<file path="config.mk">
export PLATFORM = sky130hd
export DESIGN_NAME = lcd_buf_arbiter_flat
export DESIGN_NICKNAME = d
export VERILOG_FILES = /design/src/rtl/lcd_arb_pkg.sv /design/src/rtl/lcd_buf_arbiter_if.sv /design/src/rtl/lcd_buf_arbiter_rr_pick.sv /design/src/rtl/lcd_buf_arbiter.sv /design/src/flat_wrapper.sv
export SDC_FILE = /design/constraint.sdc
export NUM_CORES = 1
export LEC_CHECK = 0
export CORE_ASPECT_RATIO = 0.8
export CORE_MARGIN = 5
export CORE_UTILIZATION = 53
export DETAILED_ROUTE_END_ITERATION = 7
export GPL_TIMING_DRIVEN = 0
export PLACE_DENSITY = 0.95
export RECOVER_POWER = 25
export SLEW_MARGIN = 0
export SYNTH_ARGS = -nofsm -noshare
export SYNTH_HDL_FRONTEND = slang
export SYNTH_SLANG_ARGS = --single-unit
</file>
<file path="constraint.sdc">
create_clock -name clk_in -period 24.1 [get_ports clk_in]
set_input_delay 4.82 -clock clk_in [delete_from_list [all_inputs] [get_ports clk_in]]
set_output_delay 4.82 -clock clk_in [all_outputs]
set_load 0.01 [all_outputs]
</file>
<file path="src/rtl/lcd_arb_pkg.sv">
// Shared types and constants for the LCD line-buffer arbiter.
package lcd_arb_pkg;

    localparam int LCD_COLS = 16;
    localparam int CHAR_W = 8;
    localparam int LINE_W = 128;
    localparam logic [CHAR_W-1:0] SPACE_CHAR = 8'h20;

    typedef enum logic [1:0] {
        IDLE  = 2'd0,
        GRANT = 2'd1,
        TURN  = 2'd2
    } arb_state_t;

    // A line of all spaces, used as the reset/cleared frame.
    function automatic logic [LINE_W-1:0] blank_line();
        return {LCD_COLS{SPACE_CHAR}};
    endfunction

endpackage

</file>
<file path="src/rtl/lcd_buf_arbiter_if.sv">
// Request/write/frame bundle between the requesters and lcd_buf_arbiter.
// master = requester side, slave = arbiter side.
interface lcd_buf_arbiter_if
    import lcd_arb_pkg::*;
#(
    parameter int NUM_REQ = 3
);
    logic [NUM_REQ-1:0]   req_in;
    logic [NUM_REQ-1:0]   wr_en_in;
    logic [NUM_REQ-1:0]   wr_row_in;
    logic [4*NUM_REQ-1:0] wr_col_in;
    logic [8*NUM_REQ-1:0] wr_char_in;
    logic [NUM_REQ-1:0]   gnt_out;
    logic [LINE_W-1:0]    line1_out;
    logic [LINE_W-1:0]    line2_out;
    logic                 upd_out;
    logic                 timeout_out;

    modport master (
        output req_in, wr_en_in, wr_row_in, wr_col_in, wr_char_in,
        input  gnt_out, line1_out, line2_out, upd_out, timeout_out
    );

    modport slave (
        input  req_in, wr_en_in, wr_row_in, wr_col_in, wr_char_in,
        output gnt_out, line1_out, line2_out, upd_out, timeout_out
    );
endinterface

</file>
<file path="src/rtl/lcd_buf_arbiter_rr_pick.sv">
// rr_pick: combinational round-robin picker. Returns the first set request
// at or after rr_ptr (wrapping) as a one-hot vector.
module rr_pick #(
    parameter int N     = 3,
    parameter int PTR_W = 2
) (
    input  logic [N-1:0]     req,
    input  logic [PTR_W-1:0] rr_ptr,
    output logic [N-1:0]     pick,
    output logic             valid
);

    // Scan N positions starting at rr_ptr and keep the first hit.
    always_comb begin
        int j;
        j = 0;
        pick = '0;
        valid = 1'b0;
        for (int i = 0; i < N; i++) begin
            j = int'(rr_ptr) + i;
            if (j >= N) j = j - N;
            if (!valid && req[j]) begin
                pick[j] = 1'b1;
                valid = 1'b1;
            end
        end
    end

endmodule

</file>
<file path="src/rtl/lcd_buf_arbiter.sv">
// lcd_buf_arbiter: round-robin owner of the two LCD line buffers.
// Optional grant timeout compiled in with LCD_ARB_TIMEOUT_EN.
//
//   state | meaning
//   IDLE  | no owner; grant the next requester at/after rr_ptr
//   GRANT | owner may write characters; leaves on req drop (or timeout)
//   TURN  | one all-zero grant cycle; upd/timeout pulses live here
module lcd_buf_arbiter
    import lcd_arb_pkg::*;
#(
    parameter int NUM_REQ  = 3,
    parameter int HOLD_MAX = 64
) (
    input  logic clk_in,
    input  logic rst_in,
    lcd_buf_arbiter_if.slave bus
);

    localparam int PTR_W = (NUM_REQ > 1) ? $clog2(NUM_REQ) : 1;

    if (NUM_REQ < 2 || NUM_REQ > 8 || HOLD_MAX < 2) begin : g_param_check
        $error("lcd_buf_arbiter: NUM_REQ must be 2..8 and HOLD_MAX >= 2");
    end

    arb_state_t         state_q, state_d;
    logic [PTR_W-1:0]   rr_ptr_q, rr_ptr_d;
    logic [PTR_W-1:0]   owner_q, owner_d;
    logic [NUM_REQ-1:0] gnt_q, gnt_d;
    logic [LINE_W-1:0]  line1_q, line1_d;
    logic [LINE_W-1:0]  line2_q, line2_d;
    logic               dirty_q, dirty_d;
    logic               upd_q, upd_d;
    logic               timeout_q, timeout_d;

    logic [NUM_REQ-1:0] pick;
    logic               pick_valid;
    logic [PTR_W-1:0]   pick_idx;
    logic               wr_accept;
    logic               wr_row;
    logic [3:0]         wr_col;
    logic [CHAR_W-1:0]  wr_char;
    logic               owner_req;
    logic               hold_expired;

    rr_pick #(.N(NUM_REQ), .PTR_W(PTR_W)) u_rr_pick (
        .req    (bus.req_in),
        .rr_ptr (rr_ptr_q),
        .pick   (pick),
        .valid  (pick_valid)
    );

    // One-hot pick to owner index.
    always_comb begin
        pick_idx = '0;
        for (int i = 0; i < NUM_REQ; i++) begin
            if (pick[i]) pick_idx = PTR_W'(i);
        end
    end

    assign owner_req = bus.req_in[owner_q];
    assign wr_row    = bus.wr_row_in[owner_q];
    assign wr_col    = bus.wr_col_in[int'(owner_q)*4 +: 4];
    assign wr_char   = bus.wr_char_in[int'(owner_q)*8 +: 8];
    assign wr_accept = (state_q == GRANT) && gnt_q[owner_q] && bus.wr_en_in[owner_q];

`ifdef LCD_ARB_TIMEOUT_EN
    localparam int HOLD_W = $clog2(HOLD_MAX);

    logic [HOLD_W-1:0] hold_q, hold_d;

    assign hold_expired = (state_q == GRANT) && (hold_q == HOLD_W'(HOLD_MAX - 1));

    // Hold counter: zero outside a grant, counts grant cycles, saturates.
    always_comb begin
        hold_d = hold_q;
        if (state_q != GRANT) hold_d = '0;
        else if (hold_q != '1) hold_d = hold_q + 1'b1;
    end

    // Hold counter register.
    always_ff @(posedge clk_in or posedge rst_in) begin
        if (rst_in) hold_q <= '0;
        else        hold_q <= hold_d;
    end
`else
    assign hold_expired = 1'b0;
`endif

    // Next-state, grant, frame-write and pulse logic.
    always_comb begin
        state_d   = state_q;
        rr_ptr_d  = rr_ptr_q;
        owner_d   = owner_q;
        gnt_d     = gnt_q;
        line1_d   = line1_q;
        line2_d   = line2_q;
        dirty_d   = dirty_q;
        upd_d     = 1'b0;
        timeout_d = 1'b0;

        if (wr_accept) begin
            if (wr_row) line2_d[int'(wr_col)*CHAR_W +: CHAR_W] = wr_char;
            else        line1_d[int'(wr_col)*CHAR_W +: CHAR_W] = wr_char;
            dirty_d = 1'b1;
        end

        case (state_q)
            IDLE: begin
                if (pick_valid) begin
                    state_d = GRANT;
                    gnt_d   = pick;
                    owner_d = pick_idx;
                    dirty_d = 1'b0;
                end
            end
            GRANT: begin
                // A write in the release cycle still counts toward upd.
                if (!owner_req || hold_expired) begin
                    state_d   = TURN;
                    gnt_d     = '0;
                    upd_d     = dirty_q | wr_accept;
                    timeout_d = hold_expired & owner_req;
                    rr_ptr_d  = (owner_q == PTR_W'(NUM_REQ - 1)) ? '0 : owner_q + 1'b1;
                end
            end
            TURN: begin
                state_d = IDLE;
            end
            default: begin
                state_d = IDLE;
                gnt_d   = '0;
            end
        endcase
    end

    // State and registered outputs; reset blanks the frame.
    always_ff @(posedge clk_in or posedge rst_in) begin
        if (rst_in) begin
            state_q   <= IDLE;
            rr_ptr_q  <= '0;
            owner_q   <= '0;
            gnt_q     <= '0;
            line1_q   <= blank_line();
            line2_q   <= blank_line();
            dirty_q   <= 1'b0;
            upd_q     <= 1'b0;
            timeout_q <= 1'b0;
        end else begin
            state_q   <= state_d;
            rr_ptr_q  <= rr_ptr_d;
            owner_q   <= owner_d;
            gnt_q     <= gnt_d;
            line1_q   <= line1_d;
            line2_q   <= line2_d;
            dirty_q   <= dirty_d;
            upd_q     <= upd_d;
            timeout_q <= timeout_d;
        end
    end

    assign bus.gnt_out     = gnt_q;
    assign bus.line1_out   = line1_q;
    assign bus.line2_out   = line2_q;
    assign bus.upd_out     = upd_q;
    assign bus.timeout_out = timeout_q;

endmodule
</file>
<file path="src/flat_wrapper.sv">
// flat-port wrapper written by rule: the top's interface ports become plain ports
module lcd_buf_arbiter_flat import lcd_arb_pkg::*;
#(
    parameter int NUM_REQ  = 3,
    parameter int HOLD_MAX = 64
)
  (clk_in, rst_in, bus_req_in, bus_wr_en_in, bus_wr_row_in, bus_wr_col_in, bus_wr_char_in, bus_gnt_out, bus_line1_out, bus_line2_out, bus_upd_out, bus_timeout_out);
  lcd_buf_arbiter_if #(.NUM_REQ(NUM_REQ)) bus_i ();
  input  logic clk_in;
  input  logic rst_in;
  input wire logic [$bits(bus_i.req_in)-1:0] bus_req_in;
  input wire logic [$bits(bus_i.wr_en_in)-1:0] bus_wr_en_in;
  input wire logic [$bits(bus_i.wr_row_in)-1:0] bus_wr_row_in;
  input wire logic [$bits(bus_i.wr_col_in)-1:0] bus_wr_col_in;
  input wire logic [$bits(bus_i.wr_char_in)-1:0] bus_wr_char_in;
  output wire logic [$bits(bus_i.gnt_out)-1:0] bus_gnt_out;
  output wire logic [$bits(bus_i.line1_out)-1:0] bus_line1_out;
  output wire logic [$bits(bus_i.line2_out)-1:0] bus_line2_out;
  output wire logic [$bits(bus_i.upd_out)-1:0] bus_upd_out;
  output wire logic [$bits(bus_i.timeout_out)-1:0] bus_timeout_out;
  assign bus_i.req_in = bus_req_in;
  assign bus_i.wr_en_in = bus_wr_en_in;
  assign bus_i.wr_row_in = bus_wr_row_in;
  assign bus_i.wr_col_in = bus_wr_col_in;
  assign bus_i.wr_char_in = bus_wr_char_in;
  assign bus_gnt_out = bus_i.gnt_out;
  assign bus_line1_out = bus_i.line1_out;
  assign bus_line2_out = bus_i.line2_out;
  assign bus_upd_out = bus_i.upd_out;
  assign bus_timeout_out = bus_i.timeout_out;
  lcd_buf_arbiter #(.NUM_REQ(NUM_REQ), .HOLD_MAX(HOLD_MAX)) u_core (.clk_in(clk_in), .rst_in(rst_in), .bus(bus_i));
endmodule
</file>
Word level (Yosys, flattened, before mapping)

Index checks and enable logic that the tools add are counted.

Equality and inequality tests: 5
Magnitude comparators: 10
Mux-type cells: 48
Bitwise operators: 6
Reductions and logical operators: 16
$add $sub $neg: 7
Shifts and indexed selects: 4

Operators by type and width:

| operator                                               | count |
|---|---|
| bitwise mux 128 bit                                    | 2 |
| variable shift 8 x 33 -> 128 bit, first input constant | 1 |
| indexed part select 8 x 33 -> 128 bit                  | 1 |
| >= comparator 32 x 1 -> 1 bit, second input constant   | 3 |
| < comparator 32 x 4 -> 1 bit, second input constant    | 3 |
| 2-to-1 mux 32 bit                                      | 3 |
| negation 7 -> 33 bit                                   | 1 |
| indexed part select 24 x 6 -> 8 bit                    | 1 |
| 2-to-1 mux 1 bit                                       | 22 |
| 2-to-1 mux 3 bit                                       | 5 |
| binary-select mux 1 bit (select 2 bit)                 | 7 |
| indexed part select 12 x 5 -> 4 bit                    | 1 |
| AND reduction 2 bit                                    | 5 |
| case mux 3 bit (3 select lines)                        | 1 |
| 2-to-1 mux 2 bit                                       | 4 |
| subtractor 3 x 2 -> 4 bit, second input constant       | 2 |
| logical AND 1 bit                                      | 7 |
| demux 1 bit (select 2 bit)                             | 3 |
| >= comparator 3 x 2 -> 1 bit, second input constant    | 2 |
| OR 3 bit                                               | 2 |
| equality test 2 bit, second input constant             | 2 |
| case mux 2 bit (2 select lines)                        | 1 |
| adder 2 x 1 -> 3 bit, second input constant            | 1 |
| adder 2 x 2 -> 3 bit, second input constant            | 1 |
| other kinds (12)                                       | 15 |

Word-level logic and storage cells: 104
Output and inout port bits: 261
Bits of input ports: 47
Register bits after elaboration: 267

Depth between registers and ports, before layout

Gate-level depths: netlist of the first run.

Depth in word-level cells: 14
Depth in mapped cells: 12
Depth with buffers taken out: 8

Hierarchy

From an unflattened synthesis of the first run, not the netlist that was laid out.

Cells, all modules: 1016
Area, all modules: 11222.0 µm²

By module, submodules not included:

| module          | area each (µm²) | cells each | instances |
|---|---|---|---|
| lcd_buf_arbiter | 10914.2         | 975        | 1 |
| rr_pick         | 307.8           | 41         | 1 |

Worst setup path before layout of the first run

OpenSTA, ideal clock, no wires.

Path type: input to register
From: input bus_wr_col_in[8]
To: register u_core.line1_q[48], in the netlist u_core.bus.line1_out[48]
Slack: 16.412 ns
Cell stages on the path: 10
Arrival: 7.564 ns
Data required time: 23.975 ns
Cells stage by stage: mux2i_1 o21ai_4 buf_1 nor3_1 ha_1 buf_1 nand3b_1 clkbuf_1 a211oi_2 mux2_2

Cells in the longest elaborated chain, start to end: 4
Elaborated cells between the ends (all ways): 5
Classes of those cells: 1 x add/sub; 3 x shift; 1 x mux

Ends and longest elaborated chain:

| element                                                                                          | RTL line               | source |
|---|---|---|
| from (decl)                                                                                      | flat_wrapper.sv:14     | `input wire logic [$bits(bus_i.wr_col_in)-1:0] bus_wr_col_in;` |
| indexed part select 12 x 5 -> 4 bit (*)                                                          | lcd_buf_arbiter.sv:62  | `assign wr_col = bus.wr_col_in[int'(owner_q)*4 +: 4];` |
| negation 7 -> 33 bit (*)                                                                         | lcd_buf_arbiter.sv:103 | `else line1_d[int'(wr_col)*CHAR_W +: CHAR_W] = wr_char;` |
| indexed part select 8 x 33 -> 128 bit / variable shift 8 x 33 -> 128 bit (equally long branches) | lcd_buf_arbiter.sv:103 |  |
| bitwise mux 128 bit (*)                                                                          | lcd_buf_arbiter.sv:103 |  |
| to (signal assigned)                                                                             | lcd_buf_arbiter.sv:143 | `line1_q <= blank_line();` |
| to (signal assigned)                                                                             | lcd_buf_arbiter.sv:153 | `line1_q <= line1_d;` |
| to (decl)                                                                                        | lcd_buf_arbiter.sv:29  | `logic [LINE_W-1:0] line1_q, line1_d;` |

Every way passes the cells marked *; elsewhere a longest branch is shown, timed or not.
A chain may end at the register's enable or synchronous reset.

==> impl_results.md, run 1 <==
- Post-synth cell types: 64
- Family with the most delay on the worst path: buffers and inverters
- Slew margin rel.: -2.99
- Post-DR vias/cell: 5.78
- PortBufs: 305
- Syn_nets: 930
- GPL Wtd Cong: 0.894
- Switching portion of total power: 0.407
- Internal Power: 0.000862 W
- Status: finished, violations left
- Hold crit path type: reg2reg
- CP max stage delay: 4.24 ns
- Net Switching: 0.000592 W
- Resize count post-CTS: 0
- Design Area, Final: 0.0163 mm2
- Fin. Hold Viols: 0
- Prevailing post-synth register cell: dfrtp_1
- Multi-input combinational cell area: 0.00497 mm2
- Cell Pwr Density: 89.1 mW/mm2
- Storage cell area: 0.00672 mm2
- RSZ-0062 raised after global routing: false
- Vias: 8891
- Synth Register Bits: 267
- Critical path cell sequence: dlygate4sd3_1, clkinvlp_2, clkbuf_1
- 1st-pass router iterations: 5
- Routed WL: 37.3 mm
- Antenna violation net count after detailed routing: 0
- Dpl hpwl: 26.9 mm
- H-tree levels: 1
- Setup Buffers After CTS: 0
- Buffers and inverters on the worst path: 3
- Ys async rst share: 1.00
- Crit Path Class: in2async
- Worst skew pair latency: 0.55 ns
- Die footprint: 0.0258 mm2
- Chip Width: 178 um
- Grt total ovfl: 0
- TritonCTS clock tree: done
- CP endpoint kind: async pin
- Initial Util: 0.536
- Failing checks: capacitance limit, slew limit
- Clock share of power: 0.286
- Startpoint types: input port
- Seq/Total Area, Yosys: 0.560
- Period utilization: 0.483
- Comb pwr share: 0.377
- Max Slew Vio Count: 272
- Setup TNS Final: 0 ns
- Clock transition at the registers of the reported paths: 0.06 ns
- Worst slew pin tran: 5.98 ns
- Tot GR Track Use: 0.287
- Worst slack at placement: 15.20 ns
- Mean Syn Cell Area: 13.7 um2
- Dpl cell area: 0.0155 mm2
- Clock sinks: 267
- VDD IR max: 0.0000636 V
- Required time of the critical path: 23.29 ns
- Clock root cell: clkbuf_16
- Remaining DRCs: 0
- Largest net degree at the start of global routing: 117
- Register share of total power: 0.336
- Clock Path Buffers: 3
- Core Area: 0.0224 mm2
- Post-Syn Area: 0.0120 mm2
- # IOs: 308
- Initial antenna violation count: 1
- Setup Viol. Count Final: 0
- Layout cells sized above 1: 0.296
- Max Clk Rate: 85.8 MHz
- Wirelength per Cell: 24.3 um
- Vias in the first global route: 9436
- Synth Instances: 877
- CTS hold repair buffers: 0
- Final worst setup slack: 12.45 ns
- Number of flops mapped to enable cells by yosys: 0
- Leak Pwr: 7.17 nW
- Cts bufs inserted: 27
- Filler cells: 1424
- First-pass GRT wire length: 56.6 mm
- Area grow syn2layout: 36.0%
- Maximum fanout along the worst path: 116
- Initial DRC count: 619
- Clock Skews: 0.0221 ns
- Ys Warns: 0
- Inserted Diodes: 0
- Die Span Y: 145 um
- Max_cap viols: 3
- Critical path's slowest cell: clkbuf_1
- Minimum clock period: 11.65 ns
- Rows: 49
- Nets@finish: 1266
- Worst Path Arrival: 10.84 ns
[worst paths after layout]
kind                       cells past startpoint  slack, ns                  endpoint                     start
min in group asynchronous                      2       5.20  u_core.bus.line2_out[94]                    rst_in
max in group clk_in                           11      15.67  u_core.bus.line1_out[20]          bus_wr_col_in[0]
setup reg to reg                              11      19.75  u_core.bus.line1_out[20]         u_core.owner_q[1]
hold reg to reg                                2       0.48  u_core.bus.line2_out[69]  u_core.bus.line2_out[69]
hold / removal                                 2       0.48  u_core.bus.line2_out[69]  u_core.bus.line2_out[69]
setup / recovery                               3      12.45  u_core.bus.line2_out[54]                    rst_in
[registers in the layout (all words and copies together) (netlist names)]
register and count:
u_core.bus.gnt_out 3, u_core.state_q 2, u_core.bus.line1_out 128, u_core.dirty_q 1, u_core.bus.upd_out 1, u_core.owner_q 2
u_core.rr_ptr_q 2, u_core.bus.line2_out 128
[power groups by stage]
stage               sequential, W  clock, W  combinational (W)
global route             0.000491  0.000440           0.000587
detailed placement       0.000496         0           0.000537
global placement         0.000494         0           0.000516
floorplan                0.000500         0           0.000337
CTS                      0.000488  0.000421           0.000541
finish                   0.000489  0.000416           0.000548
[per-layer routing]
layer,up-vias,global-route usage,routed length (um)
li1,3879,-,-
met1,4548,0.348,14300
met2,391,0.467,17500
met3,71,0.135,4410
met4,2,0.0755,1060
met5,-,0,10
[stage by stage]
step	cells	total power [W]	util	hold WS [ns]
3_5_place_dp	1490	0.00103	0.692	0.470
6_report	1538	0.00145	0.729	0.475
3_3_place_gp	1488	0.00101	0.690	0.457
5_1_grt	1538	0.00152	0.729	0.501
2_1_floorplan	877	0.000837	-	0.452
4_1_cts	1538	0.00145	0.731	0.476
[cell type report]
type                            instances  area share
Buffer                                 46      0.0121
Clock buffer                           35      0.0451
Clock inverter                         13     0.00844
Inverter                               29     0.00675
Multi-Input combinational cell        535       0.304
Sequential cell                       267       0.412
Tap cell                              306      0.0235
Timing Repair Buffer                  307       0.188
[cell families (layout without fill, tap and decap cells)]
logic type,Yosys count,in the layout,share of synthesized area
mux,271,271,0.252
flops,267,267,0.560
simple gates,152,152,0.0649
compound gates,103,103,0.0896
buf+inv,75,430,0.0256
fa+ha+maj,6,6,0.00626
xor+xnor,2,2,0.00146
other cells,1,1,0.000313
[Yosys cell counts (4+ instances only)]
cell | count | share of area
mux2_2 | 237 | 0.22
dfrtp_1 | 235 | 0.49
nor2_1 | 50 | 0.016
nor3_1 | 42 | 0.018
clkbuf_1 | 32 | 0.010
dfstp_2 | 32 | 0.070
mux2i_1 | 29 | 0.024
inv_1 | 26 | 0.0081
nand2b_1 | 14 | 0.0073
nand2_1 | 13 | 0.0041
a21oi_1 | 12 | 0.0050
a211oi_1 | 10 | 0.0063
a2111oi_2 | 8 | 0.010
nand4_1 | 8 | 0.0042
a211oi_2 | 7 | 0.0073
buf_1 | 7 | 0.0022
o21ai_0 | 7 | 0.0029
a211oi_4 | 6 | 0.010
ha_1 | 6 | 0.0063
nand3b_1 | 5 | 0.0031
o2111ai_1 | 5 | 0.0037
o211ai_1 | 5 | 0.0031
o2bb2ai_1 | 5 | 0.0037
a2111oi_4 | 4 | 0.0092
buf_4 | 4 | 0.0025
mux2_1 | 4 | 0.0038
nand3_1 | 4 | 0.0017
nor3_2 | 4 | 0.0033
[worst min-delay path, cell delays in order, from the launching register on]
cell	delay [ns]
dfstp_2	0.37
inv_1	0.05
mux2i_1	0.06
[cells in the final DEF (no fill, tap or decap), types with 3 or more instances in the layout]
master | netlist | layout
nor4bb_1 | 3 | 3
mux2_1 | 4 | 4
dfstp_2 | 32 | 32
a21oi_1 | 12 | 12
nor2_1 | 50 | 50
clkinv_2 | 0 | 7
nand2b_1 | 14 | 14
clkinvlp_4 | 0 | 3
o211ai_1 | 5 | 5
mux2_2 | 237 | 237
nand3_1 | 4 | 4
nand4_1 | 8 | 8
o21ai_0 | 7 | 7
clkdlybuf4s50_1 | 0 | 304
dfrtp_1 | 235 | 235
a2111oi_4 | 4 | 4
nor3_1 | 42 | 42
clkbuf_16 | 0 | 27
nand2_1 | 13 | 13
a211oi_1 | 10 | 10
o2bb2ai_1 | 5 | 5
nand3b_1 | 5 | 5
a2111oi_2 | 8 | 8
o2111ai_1 | 5 | 5
buf_1 | 7 | 7
inv_2 | 3 | 3
nor3_2 | 4 | 4
clkbuf_8 | 0 | 3
a211oi_4 | 6 | 6
ha_1 | 6 | 6
buf_4 | 4 | 4
clkbuf_1 | 32 | 39
inv_1 | 26 | 25
a211oi_2 | 7 | 7
mux2i_1 | 29 | 29
No activity file was read; power rests on OpenSTA's default activity.
==> run 2, diff against run 1 <==
--- a/config.mk
+++ b/config.mk
@@ -7,10 +7,10 @@
 export LEC_CHECK = 0
 export CORE_ASPECT_RATIO = 0.8
 export CORE_MARGIN = 5
-export CORE_UTILIZATION = 53
+export CORE_UTILIZATION = 49
 export DETAILED_ROUTE_END_ITERATION = 7
 export GPL_TIMING_DRIVEN = 0
-export PLACE_DENSITY = 0.95
+export PLACE_DENSITY = 0.9
 export RECOVER_POWER = 25
 export SLEW_MARGIN = 0
 export SYNTH_ARGS = -nofsm -noshare
==> constraint.sdc (replaced) <==
create_clock -name clk_in -period 11.3 [get_ports clk_in]
set_input_delay 2.26 -clock clk_in [delete_from_list [all_inputs] [get_ports clk_in]]
set_output_delay 2.26 -clock clk_in [all_outputs]
set_load 0.01 [all_outputs]
==> run 2 against run 1 <==
The flow still finishes with violations (capacitance limit, slew limit). First-iteration DRC count down 13%. Cell area up 0.75%. Register-to-register slack worse by 13 ns. Clock-buffer cell count up 6. Sequential share of layout area down 0.31 points. Via count down 1.5%. Critical path depth up 8. Total power up 120%. Setup slack worse by 7.0 ns. Sequential power up 110%. Critical path type is now in2reg. Highest routed layer is now met4.
==> impl_results.md, run 2 (same netlist as run 1, synthesis figures left out) <==
- Worst path most repeated cell: buf_1
- Worst skew pair latency: 0.55 ns
- Minimum clock period: 5.87 ns
- Layout cells sized above 1: 0.297
- WHS: 0.494 ns
- Die Span Y: 150 um
- Initial DRC count: 541
- Required time of the critical path: 11.72 ns
- Pwr Total: 0.00314 W
- Clock sinks: 267
- Wirelength per Cell: 23.9 um
- Reg-to-reg endpoint: u_core.bus.line1_out[23]
- Max_cap viols: 1
- Initial antenna violation count: 0
- Initial Util: 0.495
- VDD IR max: 0.000148 V
- Dpl hpwl: 26.8 mm
- Vias: 8762
- Largest net degree at the start of global routing: 114
- Rows: 51
- Nets@finish: 1266
- Crit Path Class: in2reg
- TritonCTS clock tree: done
- Status: finished, violations left
- CP endpoint kind: flip-flop
- Inserted Diodes: 0
- Chip Width: 185 um
- Clock root cell: clkbuf_16
- Most common cell after layout, fill and taps aside: clkdlybuf4s50_1
- H-tree levels: 1
- PortBufs: 305
- Period utilization: 0.519
- # IOs: 308
- Grt total ovfl: 0
- Fin. Hold Viols: 0
- Core Area: 0.0242 mm2
- GPL Wtd Cong: 0.923
- Slew margin rel.: -0.845
- Hold crit path type: reg2reg
- Startpoint types: input port
- Final core occ: 0.678
- Cell Pwr Density: 191 mW/mm2
- Critical path cell sequence: clkdlybuf4s50_1, mux2i_1, o21ai_4, buf_1, nor3_1, ha_1, buf_1, nand3b_1, clkbuf_1, a211oi_2, mux2_2
- Maximum fanout along the worst path: 10
- Remaining DRCs: 0
- Clock transition at the registers of the reported paths: 0.06 ns
- Antenna violation net count after detailed routing: 0
- Routed WL: 37.1 mm
- HP Start: u_core.bus.line2_out[69]
- Clock Path Buffers: 3
- Hold Path End: u_core.bus.line2_out[69]
- Cts bufs inserted: 27
- Setup Buffers After CTS: 0
- Resize count post-CTS: 0
- Failing checks: capacitance limit, slew limit
- FF-to-FF path depth: 11
- Max Slew Vio Count: 59
- Vias in the first global route: 9297
- Setup Viol. Count Final: 0
- R2R Path Start: u_core.owner_q[1]
- Area grow syn2layout: 37.0%
- Die footprint: 0.0277 mm2
- First-pass GRT wire length: 56.6 mm
- CP max stage delay: 0.80 ns
- Critical path's slowest cell: a211oi_2
- Commonest cells after routing, fill and taps aside: clkdlybuf4s50_1, mux2_2, dfrtp_1
- Worst slew pin tran: 2.75 ns
- Max Clk Rate: 170 MHz
- RSZ-0062 raised after global routing: false
- Tot GR Track Use: 0.264
- 1st-pass router iterations: 5
- CTS hold repair buffers: 0
- Clock Skews: 0.0147 ns
- Leak Pwr: 7.22 nW
- WHS Path Cells: 2
- Post-DR vias/cell: 5.65
- Flop-to-flop setup slack: 6.94 ns
- Worst Path Arrival: 6.29 ns
[run 2: cell count changes in the layout (fill, tap and decap cells not counted)]
cell,delta
inv_6,+1
clkinv_2,-5
clkbuf_8,+3
buf_16,+2
clkinvlp_4,-2
clkbuf_1,+1
clkinv_4,+1
bufinv_16,+1
[run 2: layout make-up]
class                           count  area, um2
Buffer                             46        198
Fill cell                        1712       7810
Tap cell                          318        398
Sequential cell                   267       6720
Multi-Input combinational cell    535       4970
Clock buffer                       41        788
Clock inverter                      9        145
Inverter                           29        110
Timing Repair Buffer              307       3110
[run 2: how the worst max path moves through the flow]
| stage | startpoint | to | slack (ns) | depth (start not counted) |
|---|---|---|---|---|
| floorplan | rst_in | u_core.bus.gnt_out[0] | 1.74 | 1 |
| global placement | rst_in | u_core.bus.line1_out[48] | -1.15 | 2 |
| detailed placement | bus_wr_col_in[0] | u_core.bus.line1_out[23] | 4.92 | 11 |
| CTS | bus_wr_col_in[0] | u_core.bus.line1_out[23] | 5.49 | 11 |
| global route | bus_wr_col_in[0] | u_core.bus.line1_out[23] | 5.23 | 11 |
| finish | bus_wr_col_in[0] | u_core.bus.line1_out[23] | 5.43 | 11 |
[run 2: metrics by stage]
step           std cells  setup TNS (ns)  setup slack [ns]  cell area (um2)
2_1_floorplan        877               0              1.74            12000
3_3_place_gp        1500         -262.68             -1.15            15400
3_5_place_dp        1502               0              4.92            15500
4_1_cts             1552               0              5.49            16400
5_1_grt             1552               0              5.23            16400
6_report            1552               0              5.43            16400
[run 2: where the power goes]
group	internal, W	switching [W]	leakage (nW)	total [W]
clock	0.000553	0.000381	0.454	0.000935
sequential	0.00101	0.0000343	3.53	0.00104
combinational	0.000326	0.000842	3.23	0.00117
[run 2: layer usage]
| metal | GRT usage | up-vias | share of wire |
|---|---|---|---|
| met4 | 0.0602 | 0 | 0.024 |
| met2 | 0.422 | 389 | 0.46 |
| met1 | 0.343 | 4433 | 0.40 |
| li1 | - | 3879 | - |
| met5 | 0 | - | 0 |
| met3 | 0.106 | 61 | 0.11 |
[run 2: worst max-delay path: cells and delay by family]
family | cells | cell delay [ns]
AOI/OAI and AO/OA | 2 | 1.10
buffers and inverters | 4 | 1.73
muxes | 2 | 0.60
and+or+nand+nor | 2 | 0.29
adders and majority gates | 1 | 0.30
==> run 3, diff against run 2 <==
==> constraint.sdc (replaced) <==
create_clock -name clk_in -period 5.6 [get_ports clk_in]
set_input_delay 1.12 -clock clk_in [delete_from_list [all_inputs] [get_ports clk_in]]
set_output_delay 1.12 -clock clk_in [all_outputs]
set_load 0.01 [all_outputs]
==> run 3 against run 2 <==
The flow still finishes with violations (capacitance limit, slew limit). Critical path depth is the same. Final cell count up 0.26%. Cell area about the same. Clock-buffer cell count is 2 higher. Die area unchanged. Core utilization barely moved. Non-clock buffer count grew 4. First-iteration DRC count is 11% higher. Critical path type unchanged. Largest power group unchanged. Highest routed layer is now met5.
==> impl_results.md, run 3 (same netlist as run 1, synthesis figures left out) <==
- Status: finished, violations left
- Failing checks: capacitance limit, slew limit
- Worst slew pin tran: 2.31 ns
- Fin. Hold Viols: 0
- Filler cells: 1719
- VDD IR max: 0.000252 V
- Cts bufs inserted: 27
- Required time of the critical path: 6.02 ns
- Max_cap viols: 3
- Initial antenna violation count: 2
- Initial DRC count: 599
- Critical path's slowest cell: a211oi_2
- Rows: 51
- Max Slew Vio Count: 121
- Commonest cells after routing, fill and taps aside: clkdlybuf4s50_1, mux2_2, dfrtp_1
- Design Area, Final: 0.0164 mm2
- Final std cells w/o fill: 1556
- Family with the most delay on the worst path: buffers and inverters
- Clock Path Buffers: 3
- # IOs: 308
- Setup Viol. Count Final: 0
- Clock sinks: 267
- Largest net degree at the start of global routing: 46
- WHS Path Cells: 2
- Clock root cell: clkbuf_16
- Dpl cell area: 0.0156 mm2
- Worst skew pair latency: 0.55 ns
- Chip Width: 185 um
- FF-to-FF path depth: 11
- Buffers and inverters on the worst path: 4
- Post-DR vias/cell: 5.65
- Area grow syn2layout: 36.9%
- Vias: 8793
- RSZ-0062 raised after global routing: false
- H-tree levels: 1
- Cell Pwr Density: 385 mW/mm2
- Core Area: 0.0242 mm2
- Routed WL: 37.4 mm
- Grt total ovfl: 0
- First-pass GRT wire length: 57.5 mm
- Worst slack at placement: 0.427 ns
- Worst path most repeated cell: buf_1
- WHS: 0.477 ns
- Max Clk Rate: 214 MHz
- Dpl hpwl: 27.4 mm
- Vias in the first global route: 9460
- Final worst setup slack: 0.934 ns
- Period utilization: 0.833
- CP max stage delay: 0.80 ns
- Crit Path Class: in2reg
- Die footprint: 0.0277 mm2
- 1st-pass router iterations: 8
- Layout cells sized above 1: 0.296
- Nets@finish: 1270
- TritonCTS clock tree: done
- Remaining DRCs: 0
- Wirelength per Cell: 24.1 um
- Clock Skews: 0.0177 ns
- Clock transition at the registers of the reported paths: 0.06 ns
- Resize count post-CTS: 0
- Tot GR Track Use: 0.269
- PortBufs: 305
- GPL Wtd Cong: 0.948
- Placed Cells: 1506
- Antenna violation net count after detailed routing: 0
- Most common cell after layout, fill and taps aside: clkdlybuf4s50_1
- CP endpoint kind: flip-flop
- Multi-input combinational cell area: 0.00497 mm2
- Die Span Y: 150 um
- Critical path depth: 11
- Leak Pwr: 7.22 nW
- Startpoint types: input port
- Minimum clock period: 4.67 ns
- Slew margin rel.: -0.542
- Final core occ: 0.677
- CTS hold repair buffers: 0
- Setup Buffers After CTS: 0
- Critical path cell sequence: clkdlybuf4s50_1, mux2i_1, o21ai_4, buf_1, nor3_1, ha_1, buf_1, nand3b_1, clkbuf_1, a211oi_2, mux2_2
- Maximum fanout along the worst path: 10
- Inserted Diodes: 0
- Hold crit path type: reg2reg
- Initial Util: 0.495
- Storage cell area: 0.00672 mm2
- Worst Path Arrival: 5.09 ns
run 3: changes by cell type in the layout (fill, tap and decap cells not counted):
cell       before  now
bufinv_16       3    2
clkbuf_2        0    1
inv_6           1    0
clkbuf_8        6    8
clkbuf_1       40   43
buf_12          0    2
buf_16          2    0
run 3: cell type report:
cell class                      instances  share of cell area
Buffer                                 46              0.0120
Clock buffer                           43              0.0497
Clock inverter                          7             0.00647
Inverter                               29             0.00670
Multi-Input combinational cell        535               0.302
Sequential cell                       267               0.409
Tap cell                              318              0.0242
Timing Repair Buffer                  311               0.189
run 3: path summary, 6_finish.rpt:
kind	slack (ns)	from	to
setup / recovery	0.93	bus_wr_col_in[8]	u_core.bus.line1_out[38]
min in group asynchronous	1.27	rst_in	u_core.bus.line1_out[44]
max in group asynchronous	1.19	rst_in	u_core.bus.line2_out[80]
hold / removal	0.48	u_core.bus.line1_out[69]	u_core.bus.line1_out[69]
setup reg to reg	1.26	u_core.owner_q[1]	u_core.bus.line1_out[38]
hold reg to reg	0.48	u_core.bus.line1_out[69]	u_core.bus.line1_out[69]
run 3: per-stage QoR:
step | power [W] | TNS (ns)
after global placement | 0.00438 | -169.72
after global routing | 0.00661 | 0
after floorplan | 0.00360 | 0
after detailed placement | 0.00446 | 0
after CTS | 0.00632 | 0
final | 0.00632 | 0
run 3: power by group:
group	internal [W]	switching, W
combinational	0.000658	0.00171
clock	0.00109	0.000755
sequential	0.00203	0.0000681
run 3: per-layer routing:
metal | vias to the layer above | track usage | routed length [um]
li1 | 3888 | - | -
met1 | 4433 | 0.354 | 15100
met2 | 384 | 0.420 | 17100
met3 | 86 | 0.0996 | 4000
met4 | 2 | 0.0774 | 1230
met5 | - | 0 | 13
run 3: worst min-delay path, cell delays in order, from the launching register on:
cell and delay [ns]:
dfstp_2 0.37, inv_1 0.05, mux2i_1 0.06
